File: src/rtl/membus_pkg.sv
`default_nettype none
//------------------------------------------------------------------
// membus_pkg - shared widths and channel constants for the video memory bus
// Rev 1.0
//------------------------------------------------------------------
package membus_pkg;

  localparam int MEMBUS_DW      = 32;
  localparam int MEMBUS_BSW     = 4;
  localparam int MEMBUS_CH_HOST = 0;

  // Width of a channel index; never below 1 so a 2-channel bus still has a register.
  function automatic int membus_chw(input int num_masters);
    return (num_masters > 2) ? $clog2(num_masters) : 1;
  endfunction

endpackage
`default_nettype wire

File: src/rtl/membus_arbiter_rr.sv
`default_nettype none
//------------------------------------------------------------------
// rr_arbiter - one-hot grant with host override and round-robin/fixed priority
// Rev 1.0
//------------------------------------------------------------------
module rr_arbiter
  import membus_pkg::*;
#(
  parameter int NUM_MASTERS = 4,
  parameter int RR_MODE     = 1
) (
  input  logic                   clk,
  input  logic                   rst,
  input  logic [NUM_MASTERS-1:0] req,
  output logic [NUM_MASTERS-1:0] grant
);

  localparam int CHW = membus_chw(NUM_MASTERS);

  logic [CHW-1:0]         rr_ptr;
  logic [CHW-1:0]         ptr_next;
  logic [NUM_MASTERS-1:0] cand;
  logic [NUM_MASTERS-1:0] upper;
  logic [NUM_MASTERS-1:0] cand_hi;
  logic [NUM_MASTERS-1:0] pick_hi;
  logic [NUM_MASTERS-1:0] pick_all;

  // Round-robin as two lowest-bit picks: candidates at/after rr_ptr first, else wrap.
  always_comb begin
    cand                 = req;
    cand[MEMBUS_CH_HOST] = 1'b0;
    for (int i = 0; i < NUM_MASTERS; i++) begin
      upper[i] = (CHW'(i) >= rr_ptr);
    end
    cand_hi  = cand & upper;
    pick_hi  = cand_hi & (-cand_hi);
    pick_all = cand & (-cand);
    grant    = '0;
    if (req[MEMBUS_CH_HOST]) begin
      grant[MEMBUS_CH_HOST] = 1'b1;
    end else if ((RR_MODE != 0) && (cand_hi != '0)) begin
      grant = pick_hi;
    end else begin
      grant = pick_all;
    end
  end

  always_comb begin
    ptr_next = rr_ptr;
    for (int i = 1; i < NUM_MASTERS; i++) begin
      if (grant[i]) begin
        ptr_next = (i == NUM_MASTERS - 1) ? CHW'(1) : CHW'(i + 1);
      end
    end
  end

  always_ff @(posedge clk or posedge rst) begin
    if (rst) begin
      rr_ptr <= CHW'(1);
    end else begin
      rr_ptr <= ptr_next;
    end
  end

endmodule
`default_nettype wire

File: src/rtl/membus_arbiter.sv
`default_nettype none
//------------------------------------------------------------------
// membus_arbiter - N-master arbiter onto the 32-bit video memory bus with ack pipeline
// Rev 1.0
//------------------------------------------------------------------
module membus_arbiter
  import membus_pkg::*;
#(
  parameter int NUM_MASTERS = 4,
  parameter int ADDR_WIDTH  = 18,
  parameter int RD_LATENCY  = 1,
  parameter int RR_MODE     = 1
) (
  input  logic                              clk,
  input  logic                              rst,
  input  logic [NUM_MASTERS-1:0]            m_strobe,
  input  logic [NUM_MASTERS-1:0]            m_write,
  input  logic [NUM_MASTERS*ADDR_WIDTH-1:0] m_addr,
  input  logic [NUM_MASTERS*MEMBUS_DW-1:0]  m_wrdata,
  input  logic [NUM_MASTERS*MEMBUS_BSW-1:0] m_bytesel,
  output logic [NUM_MASTERS-1:0]            m_grant,
  output logic [NUM_MASTERS-1:0]            m_ack,
  output logic [MEMBUS_DW-1:0]              m_rddata,
  output logic                              s_strobe,
  output logic                              s_write,
  output logic [ADDR_WIDTH-1:0]             s_addr,
  output logic [MEMBUS_DW-1:0]              s_wrdata,
  output logic [MEMBUS_BSW-1:0]             s_bytesel,
  input  logic [MEMBUS_DW-1:0]              s_rddata
);

  logic [RD_LATENCY-1:0][NUM_MASTERS-1:0] ack_pipe;

  rr_arbiter #(
    .NUM_MASTERS (NUM_MASTERS),
    .RR_MODE     (RR_MODE)
  ) u_rr (
    .clk   (clk),
    .rst   (rst),
    .req   (m_strobe),
    .grant (m_grant)
  );

  // Only the granted channel reaches the slave; everything is zero when idle.
  always_comb begin
    s_write   = 1'b0;
    s_addr    = '0;
    s_wrdata  = '0;
    s_bytesel = '0;
    for (int i = 0; i < NUM_MASTERS; i++) begin
      if (m_grant[i]) begin
        s_write   = m_write[i];
        s_addr    = m_addr[i*ADDR_WIDTH +: ADDR_WIDTH];
        s_wrdata  = m_wrdata[i*MEMBUS_DW +: MEMBUS_DW];
        s_bytesel = m_bytesel[i*MEMBUS_BSW +: MEMBUS_BSW];
      end
    end
  end

  assign s_strobe = |m_strobe;

  // Reads and writes share one delay line so every grant returns exactly one ack.
  always_ff @(posedge clk or posedge rst) begin
    if (rst) begin
      ack_pipe <= '0;
    end else begin
      ack_pipe[0] <= m_grant;
      for (int j = 1; j < RD_LATENCY; j++) begin
        ack_pipe[j] <= ack_pipe[j-1];
      end
    end
  end

  assign m_ack    = ack_pipe[RD_LATENCY-1];
  assign m_rddata = s_rddata;

endmodule
`default_nettype wire

File: config.mk
export PLATFORM = sky130hd
export DESIGN_NAME = membus_arbiter
export DESIGN_NICKNAME = d
export VERILOG_FILES = /design/src/rtl/membus_pkg.sv /design/src/rtl/membus_arbiter_rr.sv /design/src/rtl/membus_arbiter.sv
export SDC_FILE = /design/constraint.sdc
export NUM_CORES = 1
export LEC_CHECK = 0
export BUFFER_PORTS_ARGS = -buffer_cell sky130_fd_sc_hd__buf_4
export CAP_MARGIN = 10
export CORE_AREA = 2 2 136 138
export CTS_BUF_LIST = sky130_fd_sc_hd__clkbuf_8
export DETAILED_ROUTE_END_ITERATION = 16
export DIE_AREA = 0 0 138 140
export SLEW_MARGIN = 30
export SYNTH_ARGS = -nofsm -noshare
export SYNTH_HDL_FRONTEND = slang
export SYNTH_SLANG_ARGS = --single-unit
export TNS_END_PERCENT = 50
File: constraint.sdc
create_clock -name clk -period 2.6 [get_ports clk]
set_clock_uncertainty 0.15 [all_clocks]
set_input_delay 0.26 -clock clk [delete_from_list [all_inputs] [get_ports clk]]
set_output_delay 0.26 -clock clk [all_outputs]
set_load 0.05 [all_outputs]
; Yosys cells after proc, flatten, opt, wreduce, memory -nomap -nowiden
; Cells that the tools add are included.
[word_totals]
ram_bits = 0
reg_bits = 6
mem_count = 0
in_bits = 258
out_inout_bits = 96
latch_bits = 0
rom_bits = 0
word_cells = 36
[classes]
magnitude_cmp = 4
n_reduce_logical = 3
n_addsub = 2
bitwise = 3
mux = 22
n_eq_ne = 0
n_div = 0
shifts = 0
multipliers = 0
[ops]
columns = cell, count
row1 = two-way mux 32 bit, 4
row2 = two-way mux 18 bit, 4
row3 = two-way mux 4 bit, 5
row4 = bitwise AND 4 bit, 3
row5 = negation 4 bit, 2
row6 = two-way mux 2 bit, 3
row7 = two-way mux 1 bit, 5
row8 = ">= comparator 1 x 2 -> 1 bit, first input constant", 2
row9 = ">= comparator 2 bit, first input constant", 2
row10 = nonzero test 4 bit, 1
row11 = OR reduction 4 bit, 1
row12 = two-way mux 3 bit, 1
row13 = nonzero test 3 bit, 1

; Logic depth before layout (Yosys ltp)
; Gate-level depths: netlist of the first run.
[logic_depth]
depth_word = 10
depth_mapped = 6
ltp_nobuf = 4

; Cells and area by module
; Synthesis of the first run repeated with hierarchy kept, for this count alone.
[unflattened]
hier_cells = 260
area_unflattened_um2 = 2327.2
[modules_own_cells]
columns = mod, seq_area_each_um2, area_each_um2, cells_per_inst, instances
row1 = membus_arbiter, 100.1, 2158.3, 238, 1
row2 = rr_arbiter, 51.3, 168.9, 22, 1

; Least setup slack after synthesis of the first run
; No wires, ideal clock.
[synth_path]
path_type = register -> output
start = register u_rr.rr_ptr[0]
end = output port s_addr[10]
required_ps = 2190
setup_slack_ps = 69
path_buffers = 1
arrival_time_ps = 2121
path_stages_with_launch = 6
path_cell_list = dfstp_2 -> nand2b_1 -> a21oi_1 -> nor3b_2 -> clkbuf_1 -> a22o_1
[synth_between]
elab_cells_between_ends = 15
classes_between = add/sub: 1 / order compare: 4 / mux: 7 / bitwise: 2 / reduce/logical: 1
[synth_lines]
columns = element, line
row1 = "start, declared", membus_arbiter_rr.sv:20  ; logic [CHW-1:0] rr_ptr;
row2 = "start signal, assigned", membus_arbiter_rr.sv:61  ; rr_ptr <= ptr_next;
row3 = >= comparator 1 x 2 -> 1 bit / >= comparator 2 bit (equally long branches), membus_arbiter_rr.sv:33  ; upper[i] = (CHW'(i) >= rr_ptr);
row4 = bitwise AND 4 bit *, membus_arbiter_rr.sv:35  ; cand_hi = cand & upper;
row5 = negation 4 bit, membus_arbiter_rr.sv:36  ; pick_hi = cand_hi & (-cand_hi);
row6 = bitwise AND 4 bit, membus_arbiter_rr.sv:36
row7 = two-way mux 4 bit *, membus_arbiter_rr.sv:41  ; end else if ((RR_MODE != 0) && (cand_hi != '0)) begin
row8 = two-way mux 3 bit *, membus_arbiter_rr.sv:39  ; if (req[MEMBUS_CH_HOST]) begin
row9 = named net m_grant[3], membus_arbiter.sv:21  ; output logic [NUM_MASTERS-1:0] m_grant,
row10 = two-way mux 18 bit *, membus_arbiter.sv:51  ; if (m_grant[i]) begin
row11 = "end, declared", membus_arbiter.sv:26  ; output logic [ADDR_WIDTH-1:0] s_addr,
; The timed path passes the listed nets; every way through them passes the cells marked *.

; Worst setup path in the final report of the first run
[layout_path]
start = register u_rr.rr_ptr[0]
end = output port s_wrdata[26]
[layout_between]
elab_chain_cells = 10
elab_cells_between_ends = 15
classes_between = add/sub: 1 / order compare: 4 / mux: 7 / bitwise: 2 / reduce/logical: 1
[layout_rtl]
columns = element, line
row1 = >= comparator 1 x 2 -> 1 bit, membus_arbiter_rr.sv:33
row2 = bitwise AND 4 bit *, membus_arbiter_rr.sv:35
row3 = negation 4 bit, membus_arbiter_rr.sv:36
row4 = bitwise AND 4 bit, membus_arbiter_rr.sv:36
row5 = two-way mux 4 bit *, membus_arbiter_rr.sv:41
row6 = two-way mux 1 bit, membus_arbiter_rr.sv:39
row7 = two-way mux 32 bit (3 in series), membus_arbiter.sv:51
row8 = two-way mux 32 bit *, membus_arbiter.sv:51
row9 = "end, declared", membus_arbiter.sv:27  ; output logic [MEMBUS_DW-1:0] s_wrdata,
; Every way passes the cells marked *; elsewhere a longest branch is shown, timed or not.

==> results.py, run 1 <==
metrics = {
    "detailed_routing": {
        "wirelength_mm": 12.50,
        "num_vias": 3131,
        "drt_iter0_drc": 175,
        "drc": 0,
        "wl_per_cell_um": 17.15,
        "viasPerCell": 4.295,
        "final_antenna_net_count": 0,
        "dr.pass1.iters": 4,
    },
    "setup_path": {
        "start_kind": "register",
        "critical_path_arrival_ps": 2140,
        "worstPathMaxFanout": 8,
        "r2r-start": "u_rr.rr_ptr[0]$_DFFE_PP1P_",
        "critPathKind": "reg -> out",
        "r2r-end": "u_rr.rr_ptr[0]$_DFFE_PP1P_",
        "rrSetupSlack_ps": 730,
        "reg2regPathDepth": 6,
        "end_kind": "primary output",
        "cp.required_ps": 2190,
    },
    "logic_synthesis": {
        "syn_area_per_cell_um2": 8.370,
        "synth-seq-area-share_pct": 7.207,
        "netlist_area_um2": 2101,
        "synth_nets": 509,
        "ys_ff_latch": 6,
        "yosysUniqueCellTypes": 22,
        "yosysTopAreaCell": "a221o_1",
        "ys.warnings.count": 0,
        "synth.area.top_cells": "a221o_1, a22o_1, nand2b_1, buf_4, dfrtp_1",
        "synth_top_area_share_pct": 26.21,
        "synthCells": 251,
    },
    "global_routing": {
        "grt_max_degree": 45,
        "gr-usage-met1_pct": 14.02,
        "grt_pass1_wl_mm": 18.35,
        "busiest_layer": "met2",
        "track_usage_pct": 11.71,
        "first_global_vias": 3211,
        "overflow": 0,
        "met2_usage_pct": 20.90,
        "grt_use_met3_pct": 3.521,
        "antenna_found_initial": 1,
    },
    "cells_and_area": {
        "stdcell_area_um2": 4415,
        "final_common_cell": "buf_4",
        "antenna_cells": 0,
        "fillers": 1971,
        "nets": 759,
        "drive_gt1_share_pct": 63.20,
        "area_delta_synth_final_pct": 110.2,
        "layout_common_cells": "buf_4, nand2b_1, a221o_1, a22o_1, buf_12",
    },
    "timing": {
        "setup_viol": 0,
        "tightestPinTransition_ps": 402.2,
        "hold_ws_ps": 342.0,
        "fmax_mhz": 392.5,
        "hold_violations": 0,
        "slew_headroom_pct": 73.18,
        "finalCriticalPeriod_ps": 2548,
        "finalCritPeriodShare_pct": 97.98,
        "slew_violations": 0,
    },
    "run": {
        "maxCapViolations": 0,
    },
    "clock_network": {
        "cts_tree": "done",
        "cts-buffers-inserted": 3,
        "path_clk_slew_ps": 40,
        "cts_sinks": 6,
        "clk_latency_ps": 220,
        "cts_max_level": 1,
        "cts_root_buffer": "clkbuf_8",
        "clock_path_buffers": 2,
    },
    "power": {
        "peakVddDrop_uv": 161.0,
        "total_power_uw": 1889,
        "leakage_uw": 0.002190,
        "pwr_density_cell_nw_per_um2": 427.8,
    },
    "min_path": {
        "min_path_type": "in -> reg",
        "holdCritStartpoint": "m_strobe[0]",
        "whs_path_depth": 2,
        "hold_path_end": "m_ack[0]$_DFF_PP0_",
    },
    "status": {
        "outcome": "finished, final reports clean",
    },
    "placement": {
        "dp_hpwl_mm": 10.10,
        "gp_congestion": 0.7679,
        "port_buffers": 289,
        "placed_cell_area_um2": 4262,
    },
    "die": {
        "die_w_um": 138,
        "die_area_um2": 19320,
        "core_um2": 17780,
        "rows": 49,
        "start_util_pct": 11.82,
        "die_h_um": 140,
        "io_pins": 354,
    },
}
## worst max-delay path by stage
stage | slack (ps) | cells past startpoint | end | start
final | 50 | 8 | s_wrdata[26] | u_rr.rr_ptr[0]$_DFFE_PP1P_
after global placement | 230 | 6 | s_wrdata[27] | u_rr.rr_ptr[0]$_DFFE_PP1P_
after detailed placement | 200 | 6 | s_wrdata[27] | u_rr.rr_ptr[0]$_DFFE_PP1P_
after global routing | -20 | 8 | s_wrdata[22] | u_rr.rr_ptr[0]$_DFFE_PP1P_
after floorplan | 70 | 5 | s_addr[10] | u_rr.rr_ptr[0]$_DFFE_PP1P_
after CTS | 2 | 6 | s_wrdata[27] | u_rr.rr_ptr[0]$_DFFE_PP1P_
## critical path: stages, from the launching register on
cell and delay (ps):
dfstp_2 530, and2b_4 200, a221oi_4 260, buf_12 160
buf_6 150, buf_4 120, a221o_1 140, a22o_1 150
buf_4 210
## sequential cells by signal (all words and copies together) (netlist names)
register and flops:
m_ack 4, u_rr.rr_ptr 2
## cells by family after synthesis
logic type / count (synthesis) / synth area share [%]
compound gates: 115 / 51.58
buf+inv: 66 / 21.98
simple gates: 64 / 19.24
flops: 6 / 7.207
## report_power, final
part           switching, uW  internal [uW]
registers               10.7            110
logic                    934            693
clock network           39.5            101
total                    984            905
## metrics by stage
stage | util [%] | cells | worst slack, ps | TNS [ps]
3_5_place_dp | 23.97 | 716 | 203.5 | 0
4_1_cts | 24.32 | 721 | 2.362 | 0
5_1_grt | 24.83 | 729 | -16.69 | -60.33
3_3_place_gp | 23.97 | 716 | 228.4 | 0
2_1_floorplan | - | 251 | 69.06 | 0
6_report | 24.83 | 729 | 52.47 | 0
## cell usage after synthesis (all sizes together)
cell / number
nand2b: 55
dfrtp: 5
or2b: 2
o211a: 1
nor2: 3
a21oi: 2
a211o: 1
buf: 54
a221oi: 1
dfstp: 1
nor3b: 2
a22o: 55
inv: 3
nand2: 1
a221o: 55
and2b: 1
clkbuf: 9
## metal layers
metal	vias up	wire length (um)
met5	-	13
met4	2	145
met3	18	1088
met2	188	6260
met1	1449	4992
li1	1474	-
## area by class of cell
| type | count | area [um^2] | area share [%] |
|---|---|---|---|
| clock buffer | 3 | 41.29 | 0.9351 |
| clock inverter | 1 | 3.754 | 0.08501 |
| inverter | 3 | 11.26 | 0.2550 |
| multi-input combinational | 179 | 1505 | 34.09 |
| sequential | 6 | 151.4 | 3.429 |
| tap | 229 | 286.5 | 6.489 |
| timing repair buffer | 308 | 2416 | 54.72 |
## what timing repair did
| action | CTS | global route |
|---|---|---|
| hold buffers | 1 | 0 |
| pin swaps | 0 | 1 |
| gates cloned | 0 | 1 |
| resized for setup | 2 | 6 |
| hold endpoints to repair | 5 | 0 |
| buffers inserted | 0 | 7 |
| setup endpoints to repair | 1 | 14 |
Power figures use the tool's default switching activity.
==> inputs of run 2 (changes only) <==
Settings changed: CORE_AREA 2 2 136 138 to 2 2 138 140, CTS_BUF_LIST sky130_fd_sc_hd__clkbuf_8 to default, DIE_AREA 0 0 138 140 to 0 0 140 142.
==> run 2 against run 1 <==
Net effect: the flow now finishes with violations (design-rule violations); die area grew 2.9%; worst hold slack gained 12 ps; fmax grew 0.80%; cell count shrank 0.27%; global-route usage shrank 1.7 points; non-clock buffer count shrank 7; count of clock-buffer cells in the layout grew 1; power grew 4.0%; sequential power is essentially flat; critical endpoint is now s_wrdata[17]; critical path depth shrank 2; critical path type unchanged; setup slack gained 20 ps; sequential cell count is the same.
==> results.py, run 2 (synthesis results as in run 1) <==
metrics = {
    "status": {
        "outcome": "finished with violations",
        "violations": "design-rule violations",
    },
    "die": {
        "start_util_pct": 11.38,
        "die_area_um2": 19880,
        "rows": 50,
        "die_h_um": 142,
        "core_um2": 18460,
        "io_pins": 354,
        "die_w_um": 140,
    },
    "clock_network": {
        "path_clk_slew_ps": 40,
        "clock_path_buffers": 2,
        "cts_tree": "done",
        "cts_sinks": 6,
        "cts-buffers-inserted": 3,
        "clk_latency_ps": 220,
        "cts_root_buffer": "clkbuf_16",
        "cts_max_level": 1,
    },
    "setup_path": {
        "r2r-start": "u_rr.rr_ptr[0]$_DFFE_PP1P_",
        "cp.required_ps": 2190,
        "reg2regPathDepth": 6,
        "cp_cell_sequence": "and2b_4 -> o211a_4 -> buf_12 -> a221o_1 -> a22o_1 -> buf_4",
        "critical_path_arrival_ps": 2120,
        "critPathSlowestCell": "dfstp_2",
        "end_kind": "primary output",
        "rrSetupSlack_ps": 700,
        "critPathKind": "reg -> out",
        "start_kind": "register",
        "r2r-end": "u_rr.rr_ptr[0]$_DFFE_PP1P_",
        "worstPathMaxFanout": 56,
        "slowest_delay_ps": 520,
    },
    "run": {
        "maxCapViolations": 0,
    },
    "global_routing": {
        "first_global_vias": 2907,
        "gr-usage-met1_pct": 11.90,
        "overflow": 0,
        "antenna_found_initial": 0,
        "met2_usage_pct": 18.20,
        "grt_pass1_wl_mm": 15.94,
        "busiest_layer": "met2",
        "grt_max_degree": 59,
        "track_usage_pct": 9.987,
        "grt_use_met3_pct": 1.817,
    },
    "cells_and_area": {
        "ff_latch_area_um2": 151.4,
        "nets": 752,
        "final_common_cell": "buf_4",
        "fillers": 2087,
        "drive_gt1_share_pct": 62.68,
        "antenna_cells": 0,
        "largest_reg_flops": 4,
        "area_delta_synth_final_pct": 108.3,
        "layout_common_cells": "buf_4, nand2b_1, a221o_1, a22o_1, dfrtp_1",
        "layout.core_utilization_pct": 23.72,
        "multi_input_area_um2": 1505,
    },
    "detailed_routing": {
        "viasPerCell": 4.232,
        "drc": 25,
        "num_vias": 3077,
        "final_antenna_net_count": 0,
        "wl_per_cell_um": 16.62,
        "wirelength_mm": 12.08,
        "dr.pass1.iters": 11,
        "drt_iter0_drc": 217,
    },
    "power": {
        "pwr_density_cell_nw_per_um2": 449.0,
        "netSwitchingFraction_pct": 49.82,
        "netSwitchingPower_uw": 978.9,
        "pwr-share-seq_pct": 6.1,
        "internal_power_uw": 986.1,
        "comb_power_share_pct": 80.8,
        "peakVddDrop_uv": 238.0,
        "clkPwrFrac_pct": 13.0,
        "leakage_uw": 0.002159,
    },
    "min_path": {
        "holdCritStartpoint": "m_strobe[0]",
        "hold_path_end": "m_ack[0]$_DFF_PP0_",
        "min_path_type": "in -> reg",
        "whs_path_depth": 2,
    },
    "placement": {
        "dp_hpwl_mm": 9.214,
        "port_buffers": 289,
        "gp_congestion": 0.7366,
    },
    "timing": {
        "slew_headroom_pct": 76.85,
        "finalCritPeriodShare_pct": 97.21,
        "hold_violations": 0,
        "grt_setup_unrepaired": "no",
        "finalCriticalPeriod_ps": 2527,
        "fmax_mhz": 395.7,
        "setup_viol": 0,
        "finalSetupTns_ps": 0,
        "tightestPinTransition_ps": 347.2,
        "slew_violations": 0,
    },
}
## run 2: cell count changes in the layout (fill, tap and decap cells not counted)
cell       before  now
clkbuf_16       0    4
clkbuf_1        0    1
clkbuf_8        3    0
buf_6           5    0
inv_1           3    2
clkbuf_4        1    0
buf_12          6    4
## run 2: power groups by stage
stage	registers [uW]	clock network, uW	logic (uW)
CTS	120	262	1570
detailed placement	121	0	1570
global route	122	270	1670
finish	120	256	1590
global placement	121	0	1570
floorplan	136	0	1110
## run 2: layout make-up
class | instances | share of cell area (%)
inverter | 3 | 0.2573
clock buffer | 4 | 1.801
multi-input combinational | 179 | 34.39
timing repair buffer | 301 | 53.40
sequential | 6 | 3.459
tap | 234 | 6.690
## run 2: worst max-delay path: cells and delay by family (launching register included)
| family | cells | cell delay, ps |
|---|---|---|
| AO/OA/AOI/OAI | 3 | 770 |
| buffers and inverters | 2 | 350 |
| AND/OR/NAND/NOR | 1 | 200 |
| flip-flops | 1 | 520 |
## run 2: repair_timing
action,4_1_cts,5_1_grt
hold endpoints to repair,5,0
endpoints found under the setup margin,0,7
buffers inserted,0,2
hold buffers,1,0
gates resized for setup,0,5
## run 2: worst max-delay path by stage
stage | endpoint | cells after the start | from
final | s_wrdata[17] | 6 | u_rr.rr_ptr[0]$_DFFE_PP1P_
after global routing | s_wrdata[17] | 6 | u_rr.rr_ptr[0]$_DFFE_PP1P_
after CTS | s_bytesel[0] | 6 | u_rr.rr_ptr[0]$_DFFE_PP1P_
after detailed placement | s_bytesel[0] | 6 | u_rr.rr_ptr[0]$_DFFE_PP1P_
after global placement | s_bytesel[0] | 6 | u_rr.rr_ptr[0]$_DFFE_PP1P_
after floorplan | s_addr[10] | 5 | u_rr.rr_ptr[0]$_DFFE_PP1P_
## run 2: metal layers
metal	share of wire, %	vias up
met5	0	-
met1	39	1423
met2	51	169
met4	2.4	0
met3	8.1	28
li1	-	1457
## run 2: stage by stage
stage	cells	setup WS [ps]	hold slack [ps]	total power, uW	instance area [um^2]
after detailed placement	718	266.4	52.79	1691	4233
after global placement	718	274.2	52.51	1688	4233
final	727	72.56	354.4	1965	4377
after CTS	723	24.71	357.2	1956	4322
after floorplan	251	69.06	-99.77	1242	2101
after global routing	727	9.418	370.1	2060	4377
